===== src/rtl/serial_subtractor_pkg.sv =====
// Shared types and defaults for the bit-serial subtractor.
// The FSM encoding is fixed at two bits so the state register width never drifts.
package serial_subtractor_pkg;

    typedef enum logic [1:0] {
        IDLE = 2'b00,
        RUN  = 2'b01,
        DONE = 2'b10
    } state_e;

    localparam int DEFAULT_WIDTH = 8;

endpackage


===== src/rtl/serial_subtractor_bit_cell.sv =====
// One-bit full-add cell with the b input inverted: a + ~b + cin.
// Chaining it LSB first with an initial carry of 1 yields a - b.
module sub_bit_cell (
    input  logic a,
    input  logic b,
    input  logic cin,
    output logic d,
    output logic cout
);

    logic b_n;

    always_comb begin
        b_n  = ~b;
        d    = a ^ b_n ^ cin;
        cout = (a & b_n) | (a & cin) | (b_n & cin);
    end

endmodule


===== src/rtl/serial_subtractor.sv =====
// Bit-serial two's-complement subtractor: diff = a - b, one bit per clock, LSB first.
// Operands are taken only from IDLE; the result is held in DONE until out_ready.
module serial_subtractor
    import serial_subtractor_pkg::*;
#(
    parameter  int WIDTH = DEFAULT_WIDTH,
    localparam int CNT_W = $clog2(WIDTH)
) (
    input  logic             clk,
    input  logic             rst_n,
    input  logic             in_valid,
    output logic             in_ready,
    input  logic [WIDTH-1:0] a,
    input  logic [WIDTH-1:0] b,
    output logic             out_valid,
    input  logic             out_ready,
    output logic [WIDTH-1:0] diff,
    output logic             borrow,
    output logic             ovf
);

    localparam logic [CNT_W-1:0] LAST_CNT = CNT_W'(WIDTH - 1);

    state_e           state_q, state_d;
    logic [WIDTH-1:0] sa_q, sa_d;
    logic [WIDTH-1:0] sb_q, sb_d;
    logic [WIDTH-1:0] diff_q, diff_d;
    logic [CNT_W-1:0] cnt_q, cnt_d;
    logic             carry_q, carry_d;
    logic             borrow_q, borrow_d;
    logic             ovf_q, ovf_d;

    logic             cell_d;
    logic             cell_cout;

    sub_bit_cell u_cell (
        .a    (sa_q[0]),
        .b    (sb_q[0]),
        .cin  (carry_q),
        .d    (cell_d),
        .cout (cell_cout)
    );

    always_comb begin
        state_d  = state_q;
        sa_d     = sa_q;
        sb_d     = sb_q;
        diff_d   = diff_q;
        cnt_d    = cnt_q;
        carry_d  = carry_q;
        borrow_d = borrow_q;
        ovf_d    = ovf_q;

        unique case (state_q)
            IDLE: begin
                if (in_valid) begin
                    sa_d    = a;
                    sb_d    = b;
                    carry_d = 1'b1;
                    cnt_d   = '0;
                    state_d = RUN;
                end
            end
            RUN: begin
                sa_d    = sa_q >> 1;
                sb_d    = sb_q >> 1;
                diff_d  = {cell_d, diff_q[WIDTH-1:1]};
                carry_d = cell_cout;
                cnt_d   = cnt_q + CNT_W'(1);
                if (cnt_q == LAST_CNT) begin
                    // carry_q here is the carry into the MSB step
                    borrow_d = ~cell_cout;
                    ovf_d    = carry_q ^ cell_cout;
                    cnt_d    = '0;
                    state_d  = DONE;
                end
            end
            DONE: begin
                if (out_ready) begin
                    state_d = IDLE;
                end
            end
            default: state_d = IDLE;
        endcase
    end

    always_ff @(posedge clk or negedge rst_n) begin
        if (!rst_n) begin
            state_q  <= IDLE;
            sa_q     <= '0;
            sb_q     <= '0;
            diff_q   <= '0;
            cnt_q    <= '0;
            carry_q  <= 1'b1;
            borrow_q <= 1'b0;
            ovf_q    <= 1'b0;
        end else begin
            state_q  <= state_d;
            sa_q     <= sa_d;
            sb_q     <= sb_d;
            diff_q   <= diff_d;
            cnt_q    <= cnt_d;
            carry_q  <= carry_d;
            borrow_q <= borrow_d;
            ovf_q    <= ovf_d;
        end
    end

    assign in_ready  = (state_q == IDLE);
    assign out_valid = (state_q == DONE);
    assign diff      = diff_q;
    assign borrow    = borrow_q;
    assign ovf       = ovf_q;

endmodule


===== config.mk =====
export PLATFORM = sky130hd
export DESIGN_NAME = serial_subtractor
export DESIGN_NICKNAME = d
export VERILOG_FILES = /design/src/rtl/serial_subtractor_pkg.sv /design/src/rtl/serial_subtractor_bit_cell.sv /design/src/rtl/serial_subtractor.sv
export SDC_FILE = /design/constraint.sdc
export NUM_CORES = 1
export LEC_CHECK = 0
export ABC_AREA = 1
export BUFFER_PORTS_ARGS = -buffer_cell sky130_fd_sc_hd__clkbuf_2
export CAP_MARGIN = 30
export CELL_PAD_IN_SITES_DETAIL_PLACEMENT = 0
export CELL_PAD_IN_SITES_GLOBAL_PLACEMENT = 1
export CORE_MARGIN = 2
export CORE_UTILIZATION = 35
export CTS_BUF_LIST = sky130_fd_sc_hd__clkbuf_16
export DETAILED_ROUTE_END_ITERATION = 8
export PLACE_DENSITY_LB_ADDON = 0.1
export SYNTH_ARGS = -nofsm -noshare
export SYNTH_HDL_FRONTEND = slang
export SYNTH_HIERARCHICAL = 1
export SYNTH_SLANG_ARGS = --single-unit

===== constraint.sdc =====
create_clock -name clk -period 1.2 [get_ports clk]
set_clock_uncertainty 0.05 [all_clocks]
set_input_delay 0.06 -clock clk [delete_from_list [all_inputs] [get_ports clk]]
set_output_delay 0.06 -clock clk [all_outputs]
set_load 0.05 [all_outputs]

After elaboration in Yosys (flattened, before gate mapping)
Index checks and enable logic that the tools add are counted.
Operators by class
  add/subtract/negate cells: 1
  multipliers: 0
  div/mod/pow operators: 0
  order comparisons: 0
  equal/unequal tests: 6
  shift operators: 0
  mux-type cells: 13
  bitwise gates (word level): 10
  reduce and logical (&&, ||, !) cells: 5
Operators by type and width (count)
  one-hot mux 8 bit (2 select lines): 2
  2-to-1 mux 8 bit: 2
  2-to-1 mux 2 bit: 3
  2-to-1 mux 3 bit: 2
  one-hot mux 2 bit (3 select lines): 1
  one-hot mux 3 bit (2 select lines): 1
  inequality test 2 bit, second input constant: 2
  AND reduction 2 bit: 2
  adder 3 x 1 -> 3 bit, second input constant: 1
  bitwise AND 1 bit: 3
  == test 3 bit, second input constant: 1
  AND reduction 3 bit: 1
  XOR 1 bit: 3
  == test 2 x 1 -> 1 bit, second input constant: 1
  == test 2 bit, second input constant: 1
  logical NOT 2 bit: 1
  inequality test 2 x 1 -> 1 bit, second input constant: 1
  NOT 1 bit: 2
  bitwise OR 1 bit: 2
  one-hot mux 1 bit (2 select lines): 1
  nonzero test 2 bit: 1
  2-to-1 mux 1 bit: 1
Word-level totals
  flip-flop bits (word level): 32
  latch bits: 0
  memory bits (writable): 0
  bits in read-only memories: 0
  input bits: 20
  output and inout port bits: 12
  word-level logic and storage cells: 43
  memories: 0

Longest topological paths before layout
  depth after elaboration: 5
  mapped depth: 7
  mapped depth without buffers: 6

By module
The synthesis kept the hierarchy.
Modules (own cells, without submodules)
  serial_subtractor: instances 1, cells an instance 195, area each 1565.3 um2, sequential area each 802.0 um2
  sub_bit_cell: instances 1, cells an instance 5, area each 35.0 um2, sequential area each 0.0 um2

Worst setup path before layout
Ideal clock, no wire load.
  path type: register to register
  from: reg state_q[0]
  to: reg sa_q[7]
  setup time: 0.083 ns
  data arrival time: 1.515 ns
  data required time: 1.067 ns
  path slack: -0.448 ns
  stages on the path, launching flop included: 5
  path buffers: 1
  period minus slack after synthesis: 1.648 ns
  cells stage by stage: dfrtp_1 -> buf_6 -> nor2_1 -> nand3_1 -> o21ai_0
Between the ends
  cells in the longest elaborated chain, start to end: 3
  elaborated cells on any way between the ends: 6
  those cells by class: eq/ne: 2; mux: 1; reduce/logical: 3
RTL lines
  start, declared: RTL line serial_subtractor.sv:24  | state_e state_q, state_d;
  start signal, assigned: RTL line serial_subtractor.sv:98  | state_q <= state_d;
  logical NOT 2 bit (*)
  via in_ready: RTL line serial_subtractor.sv:12  | output logic in_ready,
  inequality test 2 bit (no line) / nonzero test 2 bit (equally long branches)
  AND reduction 2 bit (no line)
  end signal, assigned: RTL line serial_subtractor.sv:90  | sa_q <= '0;
  end signal, assigned: RTL line serial_subtractor.sv:99  | sa_q <= sa_d;
  end, declared: RTL line serial_subtractor.sv:25  | logic [WIDTH-1:0] sa_q, sa_d;
The timed path passes the listed nets; every way through them passes the cells marked *.
A chain may end at the register's enable or synchronous reset.

Worst setup path after layout
  from: reg carry_q
  to: reg diff_q[7] (netlist: diff[7])
Between the ends
  cells in the longest elaborated chain, start to end: 1
RTL lines
  start, declared: RTL line serial_subtractor.sv:29  | logic carry_q, carry_d;
  start signal, assigned: RTL line serial_subtractor.sv:103  | carry_q <= carry_d;
  XOR 1 bit: RTL line serial_subtractor_bit_cell.sv:15  | d = a ^ b_n ^ cin;
  via cell_d: RTL line serial_subtractor.sv:33  | logic cell_d;
  end signal, assigned: RTL line serial_subtractor.sv:101  | diff_q <= diff_d;
  end, declared: RTL line serial_subtractor.sv:27  | logic [WIDTH-1:0] diff_q, diff_d;
The timed path passes the listed nets, and every way through them passes these cells.

==> results by group <==
Pwr
  • Switching Fraction: roughly 43%
  • Peak supply drop: a little over 0.9 mV
  • Pwr Density: ~2800 nW/µm²
  • Combinational Power Share: 52.5%
  • Int Pwr: between 0.003 and 0.004 W
  • Leak Pwr: roughly 1.3 nW
  • Clock power share: between 10% and 20%
  • Seq pwr share: 29.1%
  • Sw Pwr: between 0.002 and 0.003 W

Clock network
  • Clk_lat worst skew: about 270 ps
  • Clock Sink Count: 32
  • Clock Pin Slew Worst Setup and Hold Paths: roughly 50 ps
  • Htree depth: 2
  • Clk root buf: clkbuf_16
  • Max Buffers Root-to-Sink: 2
  • Cts bufs inserted: 5
  • TritonCTS clock tree: yes

Synth
  • Post-Syn Area per Cell: ~8.0 µm²
  • Area contributors post-synth: dfrtp_1 48%, nand2_1 18%, inv_1 8.9%
  • Synth Cell Area: ~1600 µm²
  • Mapped Nets: 223
  • Synthesized flop and latch total: 32
  • Top-count cell post-synth: nand2_1
  • Ys Warns: 6
  • Sequential area share after synthesis: 50.12%
  • Share of the synthesized area in the top cell type: a little under 50%
  • EDFF count, synth: 0
  • Synth cell count leaders: 75 x nand2_1, 38 x inv_1, 31 x dfrtp_1, 17 x nand3_1, 11 x o21ai_0
  • Async S/R FF share, synth: 100.0%
  • Synth unique cells: 21
  • Mapped Cells: 200
  • Top cell type by total area after synthesis: dfrtp_1
  • Most frequently used flop master after synthesis: dfrtp_1

Cells and area
  • Final core occ: 51.37%
  • # nets final: 278
  • Ant. Diodes: 0
  • Fin cells: between 300 and 400
  • Area of the multi-input gates: between 600 and 700 µm²
  • Layout cells sized above 1: a little under a third
  • Area delta synth->final: 40.73%
  • Fill cells: 421
  • Storage element area: about 800 µm²

GRT
  • Largest net degree at the start of global routing: 22
  • GR Overflow Total: 0
  • Vias in the first global route: roughly 1300
  • Gr usage total: 16.04%
  • Number of antenna violations at the first check in global routing: 0
  • Global-route wire length before repair: 6.327 mm

Floorplan
  • Area of the core: ~4400 µm²
  • Die area: 5129 µm²
  • Die Wd: approximately 70 µm
  • Site Rows: 24
  • IO Count: 32
  • Initial Util: between 30% and 40%
  • Die H: 71.62 µm

Routing
  • Initial DRC Count: 68
  • Total routed wirelength: between 3 and 4 mm
  • Vias per std cell: between 4 and 5
  • Wire length per cell: 12.60 µm
  • Vias post-DR: between 1000 and 1500
  • DR DRC count: 0
  • Final ANT Viol Nets: 0
  • Detailed Routing Iterations Pass 1: 4

Timing
  • Period utilization: 113.8%
  • Pins Over Slew Limit: 0
  • Setup-failing EPs final: 6
  • Fmax: 0.7324 GHz
  • Slew @ Worst Pin: ~330 ps
  • Worst hold slack: around 3.3 ps
  • Final hold vios: 0
  • Worst setup margin: -165.3 ps
  • Slew headroom: roughly four fifths
  • Minimum clock period: roughly 1400 ps
  • RSZ-0062 raised after global routing: true

Min path
  • Hold Path Class: primary input to flip-flop

Critical path
  • Crit path capture type: flip-flop
  • Slowest cell delay on critical path: approximately 530 ps
  • Worst EP required: 1310 ps
  • Critical path type: flip-flop to flip-flop
  • Crit-path slowest cell: dfstp_2
  • Crit-path max FO: 2
  • CP Cell Sequence: inv_2, fa_2, inv_1, nand2_1, o21ai_1
  • Worst endpoint data arrival time: roughly 1500 ps
  • R2r setup slk: -170 ps
  • Startpoint types: flip-flop

Place
  • Port bufs: 31
  • Hpwl dp: between 2 and 2.5 mm
  • Cells after DPL: around 290
  • Final Wtd Congestion: 0.8041

Run status
  • Status: finished, violations left
  • Failing checks: setup timing

Job
  • Max Cap Viol: 0
==> layout by cell type, fill, tap and decap left out, drive strengths merged <==
cell type	count
clkbuf	36
xor2	1
buf	18
dfstp	1
inv	44
nand3	17
o31ai	1
dlygate4sd3	2
ha	2
a21oi	1
fa	1
nor2	7
o21ai	12
dfrtp	31
clkinv	1
nand2	81
==> power groups by stage <==
stage | clock network, W | registers [W] | logic (W)
after global routing | 0.00127 | 0.00192 | 0.00365
after CTS | 0.00121 | 0.00185 | 0.00306
after floorplan | 0 | 0.00237 | 0.00152
final | 0.00117 | 0.00185 | 0.00334
after global placement | 0 | 0.00185 | 0.00275
after detailed placement | 0 | 0.00187 | 0.00280
==> path summary, 6_finish.rpt <==
check | startpoint | endpoint | depth (start not counted)
max | carry_q | diff[7] | 5
min | a[7] | sa_q[7] | 3
max reg2reg | carry_q | diff[7] | 5
min in group asynchronous | rst_n | diff[5] | 2
max in group asynchronous | rst_n | state_q[0] | 3
min reg2reg | sb_q[3] | sb_q[3] | 2
==> timing repair <==
| item | 4_1_cts | 5_1_grt |
|---|---|---|
| cloned | 2 | 4 |
| pin swaps | 5 | 6 |
| setup buffers | 5 | 1 |
| hold endpoints to repair | 33 | 0 |
| resized for setup | 10 | 9 |
| hold buffers | 2 | 0 |
| endpoints found under the setup margin | 11 | 24 |
==> kinds of logic (layout without fill, tap and decap cells) <==
family / count (synthesis) / in the layout / share of synthesized area [%]
DFF: 32 / 32 / 50.12
and+or+nand+nor: 102 / 105 / 28.22
adders and majority gates: 3 / 3 / 2.814
AOI/OAI and AO/OA: 14 / 14 / 4.534
xor gates and xnor gates: 1 / 1 / 0.5474
buffers and inverters: 48 / 101 / 13.76
==> layout make-up <==
type                            count  area share [%]
Timing Repair inverter              1          0.3889
Sequential cell                    32           35.67
Clock buffer                        5           5.556
Inverter                           41           7.500
Timing Repair Buffer               51           18.78
Multi-Input combinational cell    123           28.72
Clock inverter                      3          0.5000
Tap cell                           52           2.889
==> critical path, delay by kind of cell, from the launching register on <==
| family | cells | cell delay, ps |
|---|---|---|
| adders and majority gates | 1 | 510 |
| DFF | 1 | 530 |
| AOI/OAI and AO/OA | 1 | 50 |
| buffers and inverters | 2 | 80 |
| and+or+nand+nor | 1 | 40 |
==> through the flow <==
| stage | setup WS [ps] | power [W] | cell area, µm² | setup TNS (ps) |
|---|---|---|---|---|
| final | -165.3 | 0.006365 | 2252 | -569.9 |
| after CTS | -160.0 | 0.006116 | 2148 | -521.1 |
| after detailed placement | -181.7 | 0.004673 | 1902 | -417.4 |
| after global placement | -136.9 | 0.004603 | 1902 | -307.7 |
| after global routing | -223.4 | 0.006835 | 2252 | -950.6 |
| after floorplan | -139.3 | 0.003887 | 1615 | -487.4 |
==> layer usage <==
metal	global-route usage [%]	up-vias	wire length, µm
met5	0	-	0
met3	4.219	9	173
li1	-	708	-
met2	26.54	26	1876
met1	20.25	643	1770
met4	5.660	0	62
==> flip-flops by register name, summed over array words and instances (netlist names) <==
name,cells
ovf,1
state_q,2
diff,8
sa_q,8
borrow,1
cnt_q,3
sb_q,8
carry_q,1
Power figures use the tool's default switching activity.
